### config.mk
export PLATFORM = sky130hd
export DESIGN_NAME = pixel_location_tracker
export DESIGN_NICKNAME = d
export VERILOG_FILES = /design/src/rtl/loc_pkg.sv /design/src/rtl/sync_event_detect.sv /design/src/rtl/pixel_location_tracker.sv
export SDC_FILE = /design/constraint.sdc
export NUM_CORES = 1
export LEC_CHECK = 0
export BUFFER_PORTS_ARGS = -buffer_cell sky130_fd_sc_hd__buf_2
export CELL_PAD_IN_SITES_DETAIL_PLACEMENT = 1
export CELL_PAD_IN_SITES_GLOBAL_PLACEMENT = 1
export CORE_ASPECT_RATIO = 0.5
export CORE_MARGIN = 2
export CORE_UTILIZATION = 45
export DETAILED_ROUTE_END_ITERATION = 8
export PLACE_DENSITY_LB_ADDON = 0.08
export SYNTH_ARGS = -nofsm -noshare
export SYNTH_HDL_FRONTEND = slang
export SYNTH_SLANG_ARGS = --single-unit
### constraint.sdc
create_clock -name clk -period 4.6 [get_ports clk]
set_input_delay 0.46 -clock clk [delete_from_list [all_inputs] [get_ports clk]]
set_output_delay 0.46 -clock clk [all_outputs]
set_load 0.02 [all_outputs]
### src/rtl/loc_pkg.sv
// Shared types and default widths for the pixel location tracker.
package loc_pkg;

  localparam int LOC_W_DEF   = 11;
  localparam int FRAME_W_DEF = 16;

  typedef enum logic [1:0] {
    SEARCH  = 2'd0,
    MEASURE = 2'd1,
    VERIFY  = 2'd2,
    LOCKED  = 2'd3
  } lock_state_t;

endpackage

### src/rtl/sync_event_detect.sv
// Turns a raw sync input into a per-beat event: polarity-normalised, then
// either the assertion edge or the plain active level.
module sync_event_detect #(
  parameter int POL       = 1,
  parameter int EDGE_MODE = 1
) (
  input  logic clk,
  input  logic reset_n,
  input  logic i_en,
  input  logic i_sync,
  output logic o_event
);

  logic w_active;
  logic r_prev;

  assign w_active = (i_sync == POL[0]);

  // prev resets high so a sync already active when reset releases is not an edge
  always_ff @(posedge clk) begin
    if (!reset_n) begin
      r_prev <= 1'b1;
    end else if (i_en) begin
      r_prev <= w_active;
    end
  end

  assign o_event = i_en & ((EDGE_MODE != 0) ? (w_active & ~r_prev) : w_active);

endmodule

### src/rtl/pixel_location_tracker.sv
// Tracks column/row/frame of a pixel stream from hsync/vsync and locks onto
// a stable line length; lock_lost pulses when the timing breaks.
module pixel_location_tracker
  import loc_pkg::*;
#(
  parameter int LOC_W     = LOC_W_DEF,
  parameter int FRAME_W   = FRAME_W_DEF,
  parameter int HS_POL    = 1,
  parameter int VS_POL    = 1,
  parameter int EDGE_MODE = 1
) (
  input  logic               clk,
  input  logic               reset_n,
  input  logic               en,
  input  logic               hsync,
  input  logic               vsync,
  output logic [LOC_W-1:0]   x,
  output logic [LOC_W-1:0]   y,
  output logic [FRAME_W-1:0] frame,
  output logic [LOC_W-1:0]   line_len,
  output logic               sof,
  output logic               eol,
  output logic               locked,
  output logic               lock_lost,
  output logic               x_ovf,
  output logic [1:0]         state_dbg
);

  localparam logic [LOC_W-1:0] LOC_MAX = '1;

  logic               w_h_ev;
  logic               w_v_ev;
  logic               w_h_only;
  logic               w_x_max;
  logic               w_sat;
  logic               w_len_bad;
  logic [LOC_W-1:0]   w_len;
  logic [LOC_W-1:0]   w_y_inc;

  logic [LOC_W-1:0]   r_x;
  logic [LOC_W-1:0]   r_y;
  logic [FRAME_W-1:0] r_frame;
  logic [LOC_W-1:0]   r_line_len;
  logic [LOC_W-1:0]   r_ref_len;
  logic               r_sof;
  logic               r_eol;
  logic               r_x_ovf;
  logic               r_lock_lost;

  lock_state_t        r_state;
  lock_state_t        w_state_nxt;
  logic               w_lost;
  logic               w_capture;

  sync_event_detect #(.POL(HS_POL), .EDGE_MODE(EDGE_MODE)) u_hs_det (
    .clk     (clk),
    .reset_n (reset_n),
    .i_en    (en),
    .i_sync  (hsync),
    .o_event (w_h_ev)
  );

  sync_event_detect #(.POL(VS_POL), .EDGE_MODE(EDGE_MODE)) u_vs_det (
    .clk     (clk),
    .reset_n (reset_n),
    .i_en    (en),
    .i_sync  (vsync),
    .o_event (w_v_ev)
  );

  assign w_h_only  = w_h_ev & ~w_v_ev;
  assign w_x_max   = (r_x == LOC_MAX);
  assign w_len     = w_x_max ? LOC_MAX : r_x + 1'b1;
  assign w_y_inc   = (r_y == LOC_MAX) ? LOC_MAX : r_y + 1'b1;
  // saturation beat: en with no event while x already at its ceiling
  assign w_sat     = en & ~w_v_ev & ~w_h_ev & w_x_max;
  assign w_len_bad = w_h_only & (w_len != r_ref_len);

  always_ff @(posedge clk) begin
    if (!reset_n) begin
      r_x        <= '0;
      r_y        <= '0;
      r_frame    <= '0;
      r_line_len <= '0;
      r_sof      <= 1'b0;
      r_eol      <= 1'b0;
      r_x_ovf    <= 1'b0;
    end else begin
      r_sof <= 1'b0;
      r_eol <= 1'b0;
      if (w_v_ev) begin
        r_x     <= '0;
        r_y     <= '0;
        r_frame <= r_frame + 1'b1;
        r_sof   <= 1'b1;
      end else if (w_h_ev) begin
        r_x        <= '0;
        r_y        <= w_y_inc;
        r_line_len <= w_len;
        r_eol      <= 1'b1;
      end else if (en) begin
        if (w_x_max) begin
          r_x_ovf <= 1'b1;
        end else begin
          r_x <= r_x + 1'b1;
        end
      end
    end
  end

  always_comb begin
    w_state_nxt = r_state;
    w_lost      = 1'b0;
    w_capture   = 1'b0;
    case (r_state)
      SEARCH: begin
        if (w_v_ev) w_state_nxt = MEASURE;
      end
      MEASURE: begin
        if (w_h_only) begin
          w_capture   = 1'b1;
          w_state_nxt = VERIFY;
        end
      end
      VERIFY: begin
        if (w_v_ev) w_state_nxt = LOCKED;
        else if (w_len_bad) w_state_nxt = SEARCH;
      end
      LOCKED: begin
        if (w_len_bad | w_sat) begin
          w_state_nxt = SEARCH;
          w_lost      = 1'b1;
        end
      end
      default: w_state_nxt = SEARCH;
    endcase
  end

  always_ff @(posedge clk) begin
    if (!reset_n) begin
      r_state     <= SEARCH;
      r_ref_len   <= '0;
      r_lock_lost <= 1'b0;
    end else begin
      r_state     <= w_state_nxt;
      r_lock_lost <= w_lost;
      if (w_capture) r_ref_len <= w_len;
    end
  end

  assign x         = r_x;
  assign y         = r_y;
  assign frame     = r_frame;
  assign line_len  = r_line_len;
  assign sof       = r_sof;
  assign eol       = r_eol;
  assign x_ovf     = r_x_ovf;
  assign lock_lost = r_lock_lost;
  assign locked    = (r_state == LOCKED);
  assign state_dbg = r_state;

endmodule

==> results of run 1 <==
logic make-up after synthesis:
| group | synth area share, % |
|---|---|
| and+or+nand+nor | 27.3 |
| AOI/OAI and AO/OA | 17.0 |
| DFF | 38.5 |
| xor gates and xnor gates | 8.92 |
| buffers and inverters | 5.42 |
| muxes | 1.74 |
| adders and majority gates | 1.06 |
stage by stage:
step	worst slack (ns)	total power [W]	instances	hold WS (ns)	instance area, µm²
floorplan	2.31	0.000662	406	0.447	3530
global placement	2.14	0.000677	548	0.446	3810
detailed placement	1.94	0.000679	548	0.450	3810
CTS	1.90	0.00138	563	0.377	4110
global route	1.73	0.00141	563	0.403	4110
finish	1.89	0.00137	563	0.380	4110
cell usage in the layout, fill, tap and decap left out, types with 3 or more instances in the layout:
master,Yosys,layout
and4_1,4,4
clkbuf_8,0,3
and2_1,26,26
buf_2,6,60
xor2_1,16,16
inv_1,8,8
nand4_1,10,10
nand2b_1,4,4
a211oi_1,4,4
a31oi_1,4,4
nor3_1,10,10
ha_1,3,3
dfxtp_1,68,68
nand2_1,54,54
nand3_1,24,24
a21boi_0,8,8
xnor2_1,20,20
o211a_1,13,13
o21ai_0,9,9
nor2_1,30,30
and3_1,8,8
a21oi_1,14,14
clkbuf_16,0,9
mux2i_1,5,5
path summary, 6_finish.rpt:
kind                     from               to
setup / recovery         x[0]        lock_lost
hold / removal          hsync  u_hs_det.r_prev
setup reg to reg         x[0]        lock_lost
hold reg to reg   line_len[9]      line_len[9]
worst max-delay path: cells and delay by family, from the launching register on:
kind	cells	cell delay (ns)
xor+xnor	1	0.16
simple gates	2	0.51
flops	1	0.57
fa+ha+maj	1	0.36
compound gates	3	0.99
layout make-up:
| cell class | count | area (µm²) |
|---|---|---|
| Clock inverter | 1 | 30.0 |
| Sequential cell | 68 | 1360 |
| Fill cell | 906 | 3350 |
| Timing Repair Buffer | 60 | 300 |
| Tap cell | 108 | 135 |
| Clock buffer | 14 | 274 |
| Multi-Input combinational cell | 304 | 1980 |
| Inverter | 8 | 30.0 |
cell usage after synthesis (2+ instances only):
cell type and number:
clkbuf_1 10, and3_4 2, a211oi_1 4, nand3_1 24
mux2i_1 5, ha_1 3, o21ai_0 9, or3_1 2
a311oi_1 2, dfxtp_1 68, nor3_1 10, and4_2 2
nor2b_1 2, and2_1 26, inv_1 8, a211o_1 2
buf_4 5, xor2_1 16, o211a_1 13, buf_2 6
nor3_2 2, and4_1 4, nand2b_1 4, buf_6 5
nand4_1 10, nor2_1 30, a31oi_1 4, nand2_1 54
and3_1 8, xnor2_1 20, a21boi_0 8, a21oi_1 14
per-layer routing:
| layer | up-vias | track usage [%] | part of all wire [%] |
|---|---|---|---|
| met2 | 71 | 38.1 | 46 |
| li1 | 1513 | - | - |
| met3 | 8 | 6.67 | 5.6 |
| met1 | 1488 | 28.8 | 48 |
| met5 | - | 0 | 0 |
| met4 | 0 | 6.25 | 0.97 |
state kept, by name (all words and copies together) (netlist names):
name             flops
line_len            11
u_vs_det.r_prev      1
lock_lost            1
sof                  1
eol                  1
y                   11
x                   11
state_dbg            2
x_ovf                1
frame               16
r_ref_len           11
u_hs_det.r_prev      1
power by group:
part           switching (W)  internal, W   total, W
Combinational      0.0000400    0.0000231  0.0000631
Clock               0.000239     0.000461   0.000700
Sequential        0.00000838     0.000595   0.000604
==> impl_metrics.ini, run 1 <==
[run_status]
status = finished clean

[setup_path]
r2r_setup_slack_ns = 1.89
r2r_cells = 7
slowest_stage = dfxtp_1
crit_fanout = 13
crit_path_max_incr_delay_ns = 0.57
critPathLaunchType = flip-flop
crit_chain = ha_1, nand3_1, o21ai_0, xor2_1, a2111oi_4, nand4b_2, o21ba_1
crit_required_ns = 4.82
worstSetupPathType = reg -> reg
end_kind = flip-flop
cp.arrival_ns = 2.93

[cts]
cts_buffers = 9
cts_resized = 0
cts_num_sinks = 68
cts_tree = yes
clk_path_buf_depth = 2
ctsRootBufferMaster = clkbuf_16
htree_levels = 3
clk_pin_slew_ns = 0.05
cts_setup_buffers = 0
worstSkewPairLatency_ns = 0.33
cts_hold_buffers = 0

[sta]
setup_violations = 0
finClkSkew_ns = 0.00335
period_share_pct = 59.0
slew-limit-headroom_pct = 15.8
rsz0062_at_grt = false
tightest_slew_ns = 1.26
drv_slew = 0
min_period_ns = 2.71
tns_ns = 0
max_freq_ghz = 0.369
hold_viol = 0

[synthesis]
synth_top_area_share_pct = 38.5
syn-cell-area_um2 = 3530
postSynthCellCount = 406
dominantRegCellSynth = dfxtp_1
ys_ff_latch = 68
synth_area_leader_cell = dfxtp_1
async_flop_share_pct = 0
synth.area.top_cells = dfxtp_1 (39%), nand2_1 (5.7%), xnor2_1 (5.0%)
syn_nets = 414
synth_edf_count = 0
yosysSeqAreaShare_pct = 38.5
avgSynthCellArea_um2 = 8.70
synth.distinct_cells = 56
ys.warnings.count = 0

[drt]
route.vias.total = 3080
wire_per_inst_um = 16.5
postRouteWirelength_um = 9300
drtIter0Drc = 111
drc = 0
drtAntennaViolNets = 0
drtPass1Iterations = 4
post_drt_via_cell_ratio = 5.47

[global_routing]
grt_max_degree = 49
grt.overflow.total = 0
grt_pass1_vias = 3003
antenna_found_initial = 0
grt_pass1_wl_um = 15000
grt_use_total_pct = 22.7

[finish]
nets = 459
antenna_cells = 0
drive_gt1_share_pct = 19.3
post-route-util_pct = 55.1
area_growth_pct = 16.4

[floorplan]
start_util_pct = 47.4
coreArea_um2 = 7460
core.rowCount = 22
io_pins = 61
design.die.area_um2 = 8620
dieWidth_um = 129
die_y_um = 66.7

[min_path]
hold_path_class = in -> reg
holdPathStages = 3

[placed_design]
io_buffers = 60
dp_hpwl_um = 6780
finalWeightedCongestion = 0.845

[power_and_ir_drop]
ir_drop_mv = 0.172
p_leak_nw = 1.79
power_density_nw_per_um2 = 333

[run]
maxCapViolations = 0
Power figures use the tool's default switching activity.
==> run 2: changes to the inputs <==
Settings changed: CORE_UTILIZATION 45 to 38.
Clock period 4.6 ns to 2.3 ns, I/O delays scaled along.
==> impl_metrics.ini, run 2 (synthesized netlist as in run 1, its figures left out) <==
[setup_path]
critPathLaunchType = flip-flop
reg2reg_from = x[1]
worstReg2RegEnd = lock_lost
crit_fanout = 6
r2r_setup_slack_ns = 0.11
worstSetupPathType = reg -> reg
r2r_cells = 7
end_kind = flip-flop
cp.arrival_ns = 2.42
crit_required_ns = 2.53

[cts]
clk_pin_slew_ns = 0.06
cts_buffers = 9
ctsRootBufferMaster = clkbuf_16
worstSkewPairLatency_ns = 0.33
cts_hold_buffers = 0
clk_path_buf_depth = 2
cts_num_sinks = 68
htree_levels = 3
cts_tree = yes

[placed_design]
dp_hpwl_um = 7560
io_buffers = 60
finalWeightedCongestion = 0.856
dpl.cell_count = 575

[power_and_ir_drop]
power_density_nw_per_um2 = 644
p_leak_nw = 1.89
ir_drop_mv = 0.325
fin_total_pwr_w = 0.00276

[floorplan]
io_pins = 61
coreArea_um2 = 8860
core.rowCount = 24
die_y_um = 72.2
start_util_pct = 39.9
dieWidth_um = 140
design.die.area_um2 = 10100

[drt]
drtIter0Drc = 98
postRouteWirelength_um = 10000
route.vias.total = 3161
post_drt_via_cell_ratio = 5.35
drtAntennaViolNets = 0
wire_per_inst_um = 17.0
drtPass1Iterations = 5
drc = 0

[sta]
slew-limit-headroom_pct = 63.8
finClkSkew_ns = 0.00568
min_period_ns = 2.19
tns_ns = 0
max_freq_ghz = 0.457
drv_slew = 0
setup_violations = 0
tightest_slew_ns = 0.542
period_share_pct = 95.2
hold_viol = 0

[min_path]
hold_end = u_hs_det.r_prev
hold_path_class = in -> reg
hold_start = hsync
holdPathStages = 3

[finish]
area_growth_pct = 21.2
nets = 477
antenna_cells = 0
fillCellCount = 1074
finalNonFillerCells = 591
final_common_cell = dfxtp_1
largest_register_ffs = 16
drive_gt1_share_pct = 24.3
final_cell_mix = dfxtp_1 (66), buf_2 (60), nand2_1 (54)

[global_routing]
grt.overflow.total = 0
grt_max_degree = 32
antenna_found_initial = 0
grt_pass1_vias = 3288
grt_pass1_wl_um = 16700
grt_use_total_pct = 21.2

[run]
maxCapViolations = 0

[run_status]
status = finished clean
==> run 2: cell count changes in the layout (fill, tap and decap cells not counted), moves of 2 or more <==
cell      before  now
buf_4          0   18
clkinv_2       0    2
dfxtp_1       68   66
dfxtp_2        0    2
==> run 2: layout make-up <==
cell class	count	area [µm²]	share of cell area, %
clock buffers	12	256	5.99
clock inverters	4	47.5	1.11
flip-flops and latches	68	1360	31.8
well taps	117	146	3.42
multi-input cells	304	2000	46.8
inverters	8	30.0	0.701
repair buffers	78	435	10.2
==> run 2: critical path, cell delays in order, from the launching register on <==
cell and delay [ns]:
dfxtp_1 0.35, ha_2 0.26, nand4_1 0.20, and3_1 0.27, a221oi_2 0.30, nand4_1 0.20, nand4b_2 0.30, o21ba_1 0.21
==> run 2: stage by stage <==
stage / hold slack, ns / util [%] / cell area (µm²) / worst slack, ns
2_1_floorplan: 0.358 / - / 3530 / 0.00518
3_3_place_gp: 0.447 / 44.6 / 3950 / 0.0796
3_5_place_dp: 0.451 / 44.6 / 3950 / -0.00249
4_1_cts: 0.138 / 48.1 / 4260 / 0.0256
5_1_grt: 0.180 / 48.3 / 4280 / -0.00813
6_report: 0.151 / 48.3 / 4280 / 0.109
==> run 2: power by group <==
| group | total [W] | switching [W] | internal, W |
|---|---|---|---|
| logic | 0.000145 | 0.0000913 | 0.0000542 |
| registers | 0.00120 | 0.00000979 | 0.00119 |
| clock network | 0.00141 | 0.000517 | 0.000895 |
==> run 2: worst max-delay path by stage <==
stage	start	endpoint	slack, ns	cells past startpoint
after floorplan	x[1]	lock_lost	0.005	7
after global placement	x[2]	lock_lost	0.08	6
after detailed placement	x[2]	lock_lost	-0.002	6
after CTS	x[0]	lock_lost	0.03	7
after global routing	x[0]	state_dbg[0]	-0.008	7
final	x[1]	lock_lost	0.11	7
==> run 2: repair_timing <==
action,4_1_cts,5_1_grt
pin swaps,0,1
setup endpoints to repair,2,11
setup buffers,0,0
cloned,0,0
resized for setup,1,8
hold endpoints to repair,0,0
==> run 2: metal layers <==
metal,up-vias,share of wire [%],GRT usage [%]
met3,5,4.5,6.20
met2,71,45,35.5
met1,1544,50,27.7
met4,0,0.48,4.71
li1,1541,-,-
met5,-,0,0
